$ cat src/rtl/tick_slot_scheduler_pkg.sv
// Shared types, constants and round-robin helper for the tick-slot scheduler.
package tick_sched_pkg;

   typedef enum logic {IDLE = 1'b0, GRANT = 1'b1} sched_state_e;

   localparam int SLOT_W         = 8;
   localparam int DIV_DEFAULT_C  = 3;
   localparam int SLOT_DEFAULT_C = 187;
   localparam int RR_MAX         = 32;
   localparam int RR_IDX_W       = 5;

   // Rotate so the bit after 'last' sits at position 0, take the lowest set bit,
   // then rotate that position back to a requester index.
   function automatic int rr_pick(input logic [RR_MAX-1:0] req, input int n, input int last);
      logic [RR_MAX-1:0] rot;
      int base, j, p;
      rot  = '0;
      p    = 0;
      base = last + 1;
      if (base >= n) base = 0;
      for (int i = 0; i < RR_MAX; i++) begin
         j = base + i;
         if (j >= n) j = j - n;
         if (i < n) rot[i] = req[j[RR_IDX_W-1:0]];
      end
      for (int i = RR_MAX - 1; i >= 0; i--)
         if (rot[i]) p = i;
      j = base + p;
      if (j >= n) j = j - n;
      return j;
   endfunction

endpackage

$ cat src/rtl/tick_slot_scheduler_if.sv
// Config handshake plus request/grant bus between the scheduler and its pacers.
interface tick_slot_scheduler_if #(
   parameter int N_REQ = 4,
   parameter int CNT_W = 16
);
   import tick_sched_pkg::*;

   localparam int ID_W = (N_REQ > 1) ? $clog2(N_REQ) : 1;

   logic [CNT_W-1:0]  cfg_div;
   logic [SLOT_W-1:0] cfg_slot;
   logic              cfg_valid;
   logic              cfg_ready;
   logic [N_REQ-1:0]  req;
   logic [N_REQ-1:0]  gnt;
   logic [ID_W-1:0]   gnt_id;
   logic              tick;
   logic              slot_start;
   logic              busy;

   modport master (
      output cfg_div, cfg_slot, cfg_valid, req,
      input  cfg_ready, gnt, gnt_id, tick, slot_start, busy
   );

   modport slave (
      input  cfg_div, cfg_slot, cfg_valid, req,
      output cfg_ready, gnt, gnt_id, tick, slot_start, busy
   );

endinterface

$ cat src/rtl/tick_slot_scheduler_tick_gen.sv
// Free-running 0..div counter producing a one-cycle clock-enable tick.
module tick_gen #(
   parameter int CNT_W = 16
) (
   input  logic             clk2,
   input  logic             rst,
   input  logic             clr,
   input  logic [CNT_W-1:0] div,
   output logic             tick
);

   logic [CNT_W-1:0] cnt;

   assign tick = (cnt == div);

   // div only changes together with clr, so cnt never overshoots it
   always_ff @(posedge clk2 or posedge rst) begin
      if (rst)              cnt <= '0;
      else if (clr || tick) cnt <= '0;
      else                  cnt <= cnt + CNT_W'(1);
   end

endmodule

$ cat src/rtl/tick_slot_scheduler.sv
// Shares tick-aligned slots among N_REQ requesters, round-robin, with early release.
module tick_slot_scheduler
   import tick_sched_pkg::*;
#(
   parameter int N_REQ        = 4,
   parameter int CNT_W        = 16,
   parameter int DIV_DEFAULT  = DIV_DEFAULT_C,
   parameter int SLOT_DEFAULT = SLOT_DEFAULT_C
) (
   input  logic                  clk2,
   input  logic                  rst,
   tick_slot_scheduler_if.slave  bus
);

   localparam int ID_W = (N_REQ > 1) ? $clog2(N_REQ) : 1;

   sched_state_e      state, state_n;
   logic [CNT_W-1:0]  div_q;
   logic [SLOT_W-1:0] slot_q;
   logic [SLOT_W-1:0] slot_cnt, slot_cnt_n;
   logic [ID_W-1:0]   last_id, last_id_n;
   logic [ID_W-1:0]   gnt_id_q, gnt_id_n;
   logic [ID_W-1:0]   winner;
   logic [N_REQ-1:0]  gnt_q, gnt_n;
   logic              slot_start_q, slot_start_n;
   logic              grant_en;
   logic              tick;
   logic              cfg_acc;
   logic              any_req;
   logic [RR_MAX-1:0] req_pad;

   assign cfg_acc = bus.cfg_valid && (state == IDLE);
   assign any_req = |bus.req;

   tick_gen #(.CNT_W(CNT_W)) u_tick_gen (
      .clk2 (clk2),
      .rst  (rst),
      .clr  (cfg_acc),
      .div  (div_q),
      .tick (tick)
   );

   always_ff @(posedge clk2 or posedge rst) begin
      if (rst) begin
         div_q  <= CNT_W'(DIV_DEFAULT);
         slot_q <= SLOT_W'(SLOT_DEFAULT);
      end else if (cfg_acc) begin
         div_q  <= bus.cfg_div;
         slot_q <= bus.cfg_slot;
      end
   end

   always_comb begin
      req_pad = '0;
      req_pad[N_REQ-1:0] = bus.req;
   end

   assign winner = ID_W'(rr_pick(req_pad, N_REQ, int'(last_id)));

   always_comb begin
      state_n      = state;
      slot_cnt_n   = slot_cnt;
      last_id_n    = last_id;
      gnt_id_n     = gnt_id_q;
      gnt_n        = gnt_q;
      slot_start_n = 1'b0;
      grant_en     = 1'b0;
      case (state)
         IDLE: begin
            if (tick && any_req) grant_en = 1'b1;
         end
         GRANT: begin
            // holder dropping its request wins over a coincident slot-end tick
            if (!bus.req[gnt_id_q]) begin
               state_n = IDLE;
               gnt_n   = '0;
            end else if (tick) begin
               if (slot_cnt == '0) begin
                  if (any_req) begin
                     grant_en = 1'b1;
                  end else begin
                     state_n = IDLE;
                     gnt_n   = '0;
                  end
               end else begin
                  slot_cnt_n = slot_cnt - SLOT_W'(1);
               end
            end
         end
         default: state_n = IDLE;
      endcase
      if (grant_en) begin
         state_n        = GRANT;
         slot_cnt_n     = slot_q;
         last_id_n      = winner;
         gnt_id_n       = winner;
         gnt_n          = '0;
         gnt_n[winner]  = 1'b1;
         slot_start_n   = 1'b1;
      end
   end

   always_ff @(posedge clk2 or posedge rst) begin
      if (rst) begin
         state        <= IDLE;
         slot_cnt     <= '0;
         last_id      <= ID_W'(N_REQ - 1);
         gnt_id_q     <= '0;
         gnt_q        <= '0;
         slot_start_q <= 1'b0;
      end else begin
         state        <= state_n;
         slot_cnt     <= slot_cnt_n;
         last_id      <= last_id_n;
         gnt_id_q     <= gnt_id_n;
         gnt_q        <= gnt_n;
         slot_start_q <= slot_start_n;
      end
   end

   assign bus.gnt        = gnt_q;
   assign bus.gnt_id     = gnt_id_q;
   assign bus.tick       = tick;
   assign bus.slot_start = slot_start_q;
   assign bus.busy       = (state == GRANT);
   assign bus.cfg_ready  = (state == IDLE);

endmodule
$ cat src/flat_wrapper.sv
// flat-port wrapper written by rule: the top's interface ports become plain ports
module tick_slot_scheduler_flat import tick_sched_pkg::*;
#(
   parameter int N_REQ        = 4,
   parameter int CNT_W        = 16,
   parameter int DIV_DEFAULT  = DIV_DEFAULT_C,
   parameter int SLOT_DEFAULT = SLOT_DEFAULT_C
)
  (clk2, rst, bus_cfg_div, bus_cfg_slot, bus_cfg_valid, bus_req, bus_cfg_ready, bus_gnt, bus_gnt_id, bus_tick, bus_slot_start, bus_busy);
  tick_slot_scheduler_if #(.N_REQ(N_REQ), .CNT_W(CNT_W)) bus_i ();
  input  logic clk2;
  input  logic rst;
  input wire logic [$bits(bus_i.cfg_div)-1:0] bus_cfg_div;
  input wire logic [$bits(bus_i.cfg_slot)-1:0] bus_cfg_slot;
  input wire logic [$bits(bus_i.cfg_valid)-1:0] bus_cfg_valid;
  input wire logic [$bits(bus_i.req)-1:0] bus_req;
  output wire logic [$bits(bus_i.cfg_ready)-1:0] bus_cfg_ready;
  output wire logic [$bits(bus_i.gnt)-1:0] bus_gnt;
  output wire logic [$bits(bus_i.gnt_id)-1:0] bus_gnt_id;
  output wire logic [$bits(bus_i.tick)-1:0] bus_tick;
  output wire logic [$bits(bus_i.slot_start)-1:0] bus_slot_start;
  output wire logic [$bits(bus_i.busy)-1:0] bus_busy;
  assign bus_i.cfg_div = bus_cfg_div;
  assign bus_i.cfg_slot = bus_cfg_slot;
  assign bus_i.cfg_valid = bus_cfg_valid;
  assign bus_i.req = bus_req;
  assign bus_cfg_ready = bus_i.cfg_ready;
  assign bus_gnt = bus_i.gnt;
  assign bus_gnt_id = bus_i.gnt_id;
  assign bus_tick = bus_i.tick;
  assign bus_slot_start = bus_i.slot_start;
  assign bus_busy = bus_i.busy;
  tick_slot_scheduler #(.N_REQ(N_REQ), .CNT_W(CNT_W), .DIV_DEFAULT(DIV_DEFAULT), .SLOT_DEFAULT(SLOT_DEFAULT)) u_core (.clk2(clk2), .rst(rst), .bus(bus_i));
endmodule
$ cat config.mk
export PLATFORM = sky130hd
export DESIGN_NAME = tick_slot_scheduler_flat
export DESIGN_NICKNAME = d
export VERILOG_FILES = /design/src/rtl/tick_slot_scheduler_pkg.sv /design/src/rtl/tick_slot_scheduler_if.sv /design/src/rtl/tick_slot_scheduler_tick_gen.sv /design/src/rtl/tick_slot_scheduler.sv /design/src/flat_wrapper.sv
export SDC_FILE = /design/constraint.sdc
export NUM_CORES = 1
export LEC_CHECK = 0
export CAP_MARGIN = 25
export CORE_UTILIZATION = 55
export CTS_CLUSTER_DIAMETER = 60
export DETAILED_ROUTE_END_ITERATION = 6
export GPL_ROUTABILITY_DRIVEN = 0
export PLACE_DENSITY = 0.83
export REMOVE_ABC_BUFFERS = 1
export SLEW_MARGIN = 5
export SYNTH_ARGS = -nofsm -noshare
export SYNTH_HDL_FRONTEND = slang
export SYNTH_SLANG_ARGS = --single-unit
$ cat constraint.sdc
create_clock -name clk2 -period 3.5 [get_ports clk2]
set_input_delay 0.7 -clock clk2 [delete_from_list [all_inputs] [get_ports clk2]]
set_output_delay 0.7 -clock clk2 [all_outputs]
set_load 0.005 [all_outputs]
==> results_dict.tcl, run 1 <==
set metrics [dict create \
    die_w_um 78.1 \
    endpoint_kind "register" \
    yosys.area_share.simple_pct 15.8 \
    path_clk_slew_ns 0.07 \
    drcViolationCount 0 \
    setup_viol 0 \
    dr.pass1.iters 4 \
    p_per_area_nw_per_um2 451 \
    start_util_pct 57.5 \
    leakagePower_nw 1.65 \
    ys_seq_elements 58 \
    finalPower_w 0.00176 \
    relSlewSlack_pct 58.3 \
    ant_nets 0 \
    yosysTopAreaCell "dfrtp_1" \
    start_kind "register" \
    synth_warnings 0 \
    syn_area_um2 3190 \
    synthTopCellsByArea "dfrtp_1, mux2_2, dfstp_2" \
    vdd_drop_max_mv 0.286 \
    diodes 0 \
    cts_setup_buffers 0 \
    combPwrFrac_pct 8.6 \
    io_buffers 40 \
    worstSkewPairLatency_ns 0.34 \
    synth_top_family_by_area "simple AND/OR/NAND/NOR gates" \
    wl_per_cell_um 16.0 \
    slew_violations 0 \
    synthMuxAreaShare_pct 12.5 \
    grt_pass1_vias 2424 \
    placed_cell_area_um2 3620 \
    cp_cell_sequence "ha_1, or2_1, inv_1, o311ai_0, o31ai_2, o31ai_2, ha_1, xor2_1, o22ai_1" \
    routed_wl_um 6580 \
    fmax_mhz 319 \
    post-route-period-util_pct 89.5 \
    synth-compound-area-share_pct 9.43 \
    seq_area_frac_synth_pct 46.0 \
    finalClockSkew_ns 0.00804 \
    vias_per_cell 5.87 \
    whs_ns 0.524 \
    power_frac_seq_pct 41.5 \
    vias 2420 \
    io_pins 41 \
    cap_viol_max_count 0 \
    grt_overflow_total 0 \
    swShare_pct 20.6 \
    yosys.area_share.xor_xnor_pct 8.80 \
    cts_tree "done" \
    grt_max_degree 32 \
    hp-class "reg -> reg" \
    async_flop_share_pct 100 \
    max_slew.worst_pin.slew_ns 0.624 \
    p_switching_w 0.000363 \
    final_common_cell "dfrtp_1" \
    synth_top_flop_cell "dfrtp_1" \
    num_rows 27 \
    fill_cells 407 \
    cp.arrival_ns 3.33 \
    synthDistinctLibCells 58 \
    htreeDepth 3 \
    cts_sinks 58 \
    drt_iter0_markers 155 \
    stdcell_area_um2 3910 \
    final_cell_mix "dfrtp_1, clkdlybuf4s50_1, nor2_1, mux2_2, xnor2_1" \
    synth_edf_count 0 \
    dieArea_um2 6100 \
    cp_data_required_time_ns 3.70 \
    p_clk_share_pct 49.9 \
    critical_path.slowest_cell "dfstp_2" \
    cts_buffers 9 \
    nets 374 \
    finalHoldViolations 0 \
    cts_root_buf "clkbuf_8" \
    hold_buffers 0 \
    critical_path.max_stage_delay_ns 0.61 \
    antenna_found_initial 0 \
    syn_to_final_growth_pct 22.6 \
    grt_first_pass_wirelength_um 11300 \
    syn_avg_cell_area_um2 10.8 \
    cts_resized 0 \
    path_max_fanout 10 \
    design.core.area_um2 5540 \
    clock_path_buffers 2 \
    period_minus_slack_ns 3.13 \
    grt_usage_pct 24.0 \
    synth_fa_ha_area_share_pct 3.14 \
    path_class "reg -> reg" \
    drive_gt1_share_pct 20.6 \
    postSynthCellCount 294 \
    outcome "completed" \
    tns_ns 0 \
    internal_power_w 0.00140 \
    die_height_um 78.1 \
    rsz0062_at_grt "no" \
    yosys.area.top_type_share_pct 37.7 \
    dp_hpwl_um 4460 \
]
## critical path: cells and delay by family (launching register included)
| family | cells | cell delay (ns) |
|---|---|---|
| xor gates and xnor gates | 1 | 0.30 |
| and+or+nand+nor | 1 | 0.34 |
| buffers and inverters | 1 | 0.21 |
| adders and majority gates | 2 | 0.57 |
| AOI/OAI and AO/OA | 4 | 0.95 |
| DFF | 1 | 0.61 |
## cell type report
class / count / area [µm²] / share of cell area, %
Multi-Input combinational cell: 208 / 1580 / 40.6
Sequential cell: 58 / 1460 / 37.5
Timing Repair Buffer: 44 / 430 / 11.0
Clock buffer: 12 / 165 / 4.23
Clock inverter: 4 / 120 / 3.07
Tap cell: 72 / 90.1 / 2.31
Inverter: 14 / 52.6 / 1.35
## layer usage
layer / vias to the layer above / share of wire (%) / global-route usage [%]
met4: 0 / 2.2 / 10.4
met3: 18 / 4.5 / 4.53
li1: 1125 / - / -
met1: 1185 / 42 / 29.8
met2: 92 / 52 / 40.9
met5: - / 0 / 0
## state kept, by name (all words and copies together), names as in the netlist
name	flops
u_core.slot_q	8
u_core.bus.slot_start	1
u_core.bus.gnt_id	2
u_core.div_q	16
u_core.last_id	2
u_core.slot_cnt	8
u_core.u_tick_gen.cnt	16
u_core.bus.gnt	4
u_core.bus.busy	1
## path summary, 6_finish.rpt
path / from / to / slack (ns) / cells after the start
worst max-delay path: u_core.last_id[0] / u_core.bus.gnt[0] / 0.37 / 9
worst min-delay path: u_core.slot_cnt[1] / u_core.slot_cnt[1] / 0.52 / 2
worst max register to register: u_core.last_id[0] / u_core.bus.gnt[0] / 0.37 / 9
worst min register to register: u_core.slot_cnt[1] / u_core.slot_cnt[1] / 0.52 / 2
max in group asynchronous: rst / u_core.last_id[1] / 2.02 / 3
min in group asynchronous: rst / u_core.u_tick_gen.cnt[14] / 0.77 / 2
## kinds of logic after synthesis
family | Yosys count
DFF | 58
adders and majority gates | 8
muxes | 35
and+or+nand+nor | 92
buffers and inverters | 28
AOI/OAI and AO/OA | 41
xor gates and xnor gates | 32
## synth_stat cells, types with 7 or more instances
| cell | n |
|---|---|
| inv_1 | 14 |
| xnor2_1 | 23 |
| mux2i_1 | 7 |
| xor2_1 | 9 |
| dfrtp_1 | 48 |
| nor2_1 | 28 |
| nand4_1 | 7 |
| ha_1 | 8 |
| mux2_2 | 27 |
| dfstp_2 | 10 |
| nand2_1 | 14 |
| nand3_1 | 9 |
## power by group through the flow
stage	clock network, W	logic, W	registers, W
finish	0.000879	0.000152	0.000732
global route	0.000921	0.000166	0.000735
CTS	0.000893	0.000154	0.000732
detailed placement	0	0.000151	0.000744
global placement	0	0.000146	0.000742
floorplan	0	0.0000921	0.000737
## per-stage QoR
step / instances / util [%] / setup slack, ns
CTS: 412 / 70.5 / 0.367
global placement: 396 / 65.4 / 0.497
global route: 412 / 70.5 / 0.231
finish: 412 / 70.5 / 0.368
detailed placement: 396 / 65.4 / 0.319
floorplan: 280 / - / 0.950
Power figures use the tool's default switching activity.
==> inputs of run 2 (changes only) <==
- CTS_CLUSTER_SIZE: not set -> 20
- clock period: 3.5 -> 3.4 ns (I/O delays scaled with it)
==> results_dict.tcl, run 2 (same netlist as run 1, synthesis figures left out) <==
set metrics [dict create \
    outcome "completed" \
    cap_viol_max_count 0 \
    num_rows 27 \
    p_per_area_nw_per_um2 396 \
    fmax_mhz 329 \
    dp_hpwl_um 4340 \
    htreeDepth 3 \
    io_pins 41 \
    nets 374 \
    endpoint_kind "primary output" \
    grt_overflow_total 0 \
    diodes 0 \
    grt_pass1_vias 2387 \
    grt_first_pass_wirelength_um 10800 \
    hp-class "reg -> reg" \
    die_height_um 78.1 \
    path_clk_slew_ns 0.06 \
    finalHoldViolations 0 \
    dieArea_um2 6100 \
    tns_ns 0 \
    cts_sinks 58 \
    slew_violations 0 \
    grt_usage_pct 23.1 \
    path_max_fanout 7 \
    max_slew.worst_pin.slew_ns 0.632 \
    fin_ws_ns 0.365 \
    setup_viol 0 \
    routed_wl_um 5990 \
    wl_per_cell_um 14.6 \
    clock_path_buffers 2 \
    period_minus_slack_ns 3.04 \
    drt_iter0_markers 190 \
    relSlewSlack_pct 57.8 \
    path_buf_inv 1 \
    path_class "reg -> out" \
    ant_nets 0 \
    start_util_pct 57.5 \
    vias 2339 \
    hold_buffers 0 \
    reg_top3 "u_core.div_q (16), u_core.u_tick_gen.cnt (16)" \
    start_kind "register" \
    critical_path.slowest_cell "clkdlybuf4s50_1" \
    cp.arrival_ns 2.36 \
    busiest_layer "met2" \
    cts_resized 0 \
    grt_max_degree 32 \
    cp_data_required_time_ns 2.72 \
    cts_root_buf "clkbuf_8" \
    cts_buffers 9 \
    cp_cell_sequence "xnor2_1, nand4_1, nor4_4, clkdlybuf4s50_1" \
    drive_gt1_share_pct 19.8 \
    met3_usage_pct 6.63 \
    use_met2_pct 39.9 \
    post-route-period-util_pct 89.3 \
    cts_setup_buffers 0 \
    drcViolationCount 0 \
    antenna_found_initial 0 \
    final_cell_mix "dfrtp_1, clkdlybuf4s50_1, nor2_1, mux2_2, xnor2_1" \
    final_common_cell "dfrtp_1" \
    worstSkewPairLatency_ns 0.34 \
    vdd_drop_max_mv 0.517 \
    reg2reg_slack_ns 0.47 \
    dr.pass1.iters 4 \
    leakagePower_nw 1.60 \
    syn_to_final_growth_pct 19.5 \
    rsz0062_at_grt "no" \
    grt_util_met1_pct 27.5 \
    critical_path.max_stage_delay_ns 0.62 \
    die_w_um 78.1 \
    vias_per_cell 5.69 \
    cp_top_family "simple AND/OR/NAND/NOR gates" \
    cts_tree "done" \
    design.core.area_um2 5540 \
    place_ws_ns 0.434 \
    io_buffers 40 \
    finalClockSkew_ns 0.00661 \
]
[run 2: area by class of cell]
class | count | area, µm²
clock buffers | 12 | 145
fillers | 451 | 1730
multi-input cells | 208 | 1580
well taps | 72 | 90.1
repair buffers | 44 | 430
flip-flops and latches | 58 | 1460
clock inverters | 3 | 40.0
inverters | 14 | 52.6
[run 2: where the power goes]
part / switching, W / internal [W] / leakage [nW] / total (W)
Sequential: 0.0000234 / 0.000730 / 0.721 / 0.000754
Combinational: 0.0000643 / 0.0000893 / 0.782 / 0.000154
Clock: 0.000249 / 0.000352 / 0.0962 / 0.000601
Total: 0.000337 / 0.00117 / 1.60 / 0.00151
[run 2: path summary, 6_finish.rpt]
kind / from / endpoint / depth (start not counted)
setup / recovery: u_core.div_q[1] / bus_tick / 4
hold / removal: u_core.slot_cnt[1] / u_core.slot_cnt[1] / 2
setup reg to reg: u_core.last_id[0] / u_core.bus.gnt_id[1] / 9
hold reg to reg: u_core.slot_cnt[1] / u_core.slot_cnt[1] / 2
max in group asynchronous: rst / u_core.slot_q[3] / 3
min in group asynchronous: rst / u_core.div_q[13] / 2
[run 2: metal layers]
layer  vias up  part of all wire, %
met1      1157                   43
met4         0                  1.4
li1       1127                    -
met2        45                   51
met5         -                    0
met3        10                  4.3
[run 2: worst register-to-register path, delay by kind of cell (launching register included)]
kind                     cells  cell delay [ns]
AND/OR/NAND/NOR              1             0.34
flip-flops                   1             0.60
buffers and inverters        1             0.21
AO/OA/AOI/OAI                3             0.66
multiplexers                 1             0.20
XOR/XNOR                     1             0.27
adder cells (fa/ha/maj)      2             0.59
[run 2: stage by stage]
stage	power, W	hold slack [ns]	cell area, µm²	instances	utilization, %
3_5_place_dp	0.000922	0.501	3620	396	65.4
5_1_grt	0.00158	0.551	3810	411	68.7
6_report	0.00151	0.514	3810	411	68.7
2_1_floorplan	0.000853	0.471	3100	280	-
3_3_place_gp	0.000915	0.497	3620	396	65.4
4_1_cts	0.00153	0.515	3810	411	68.7
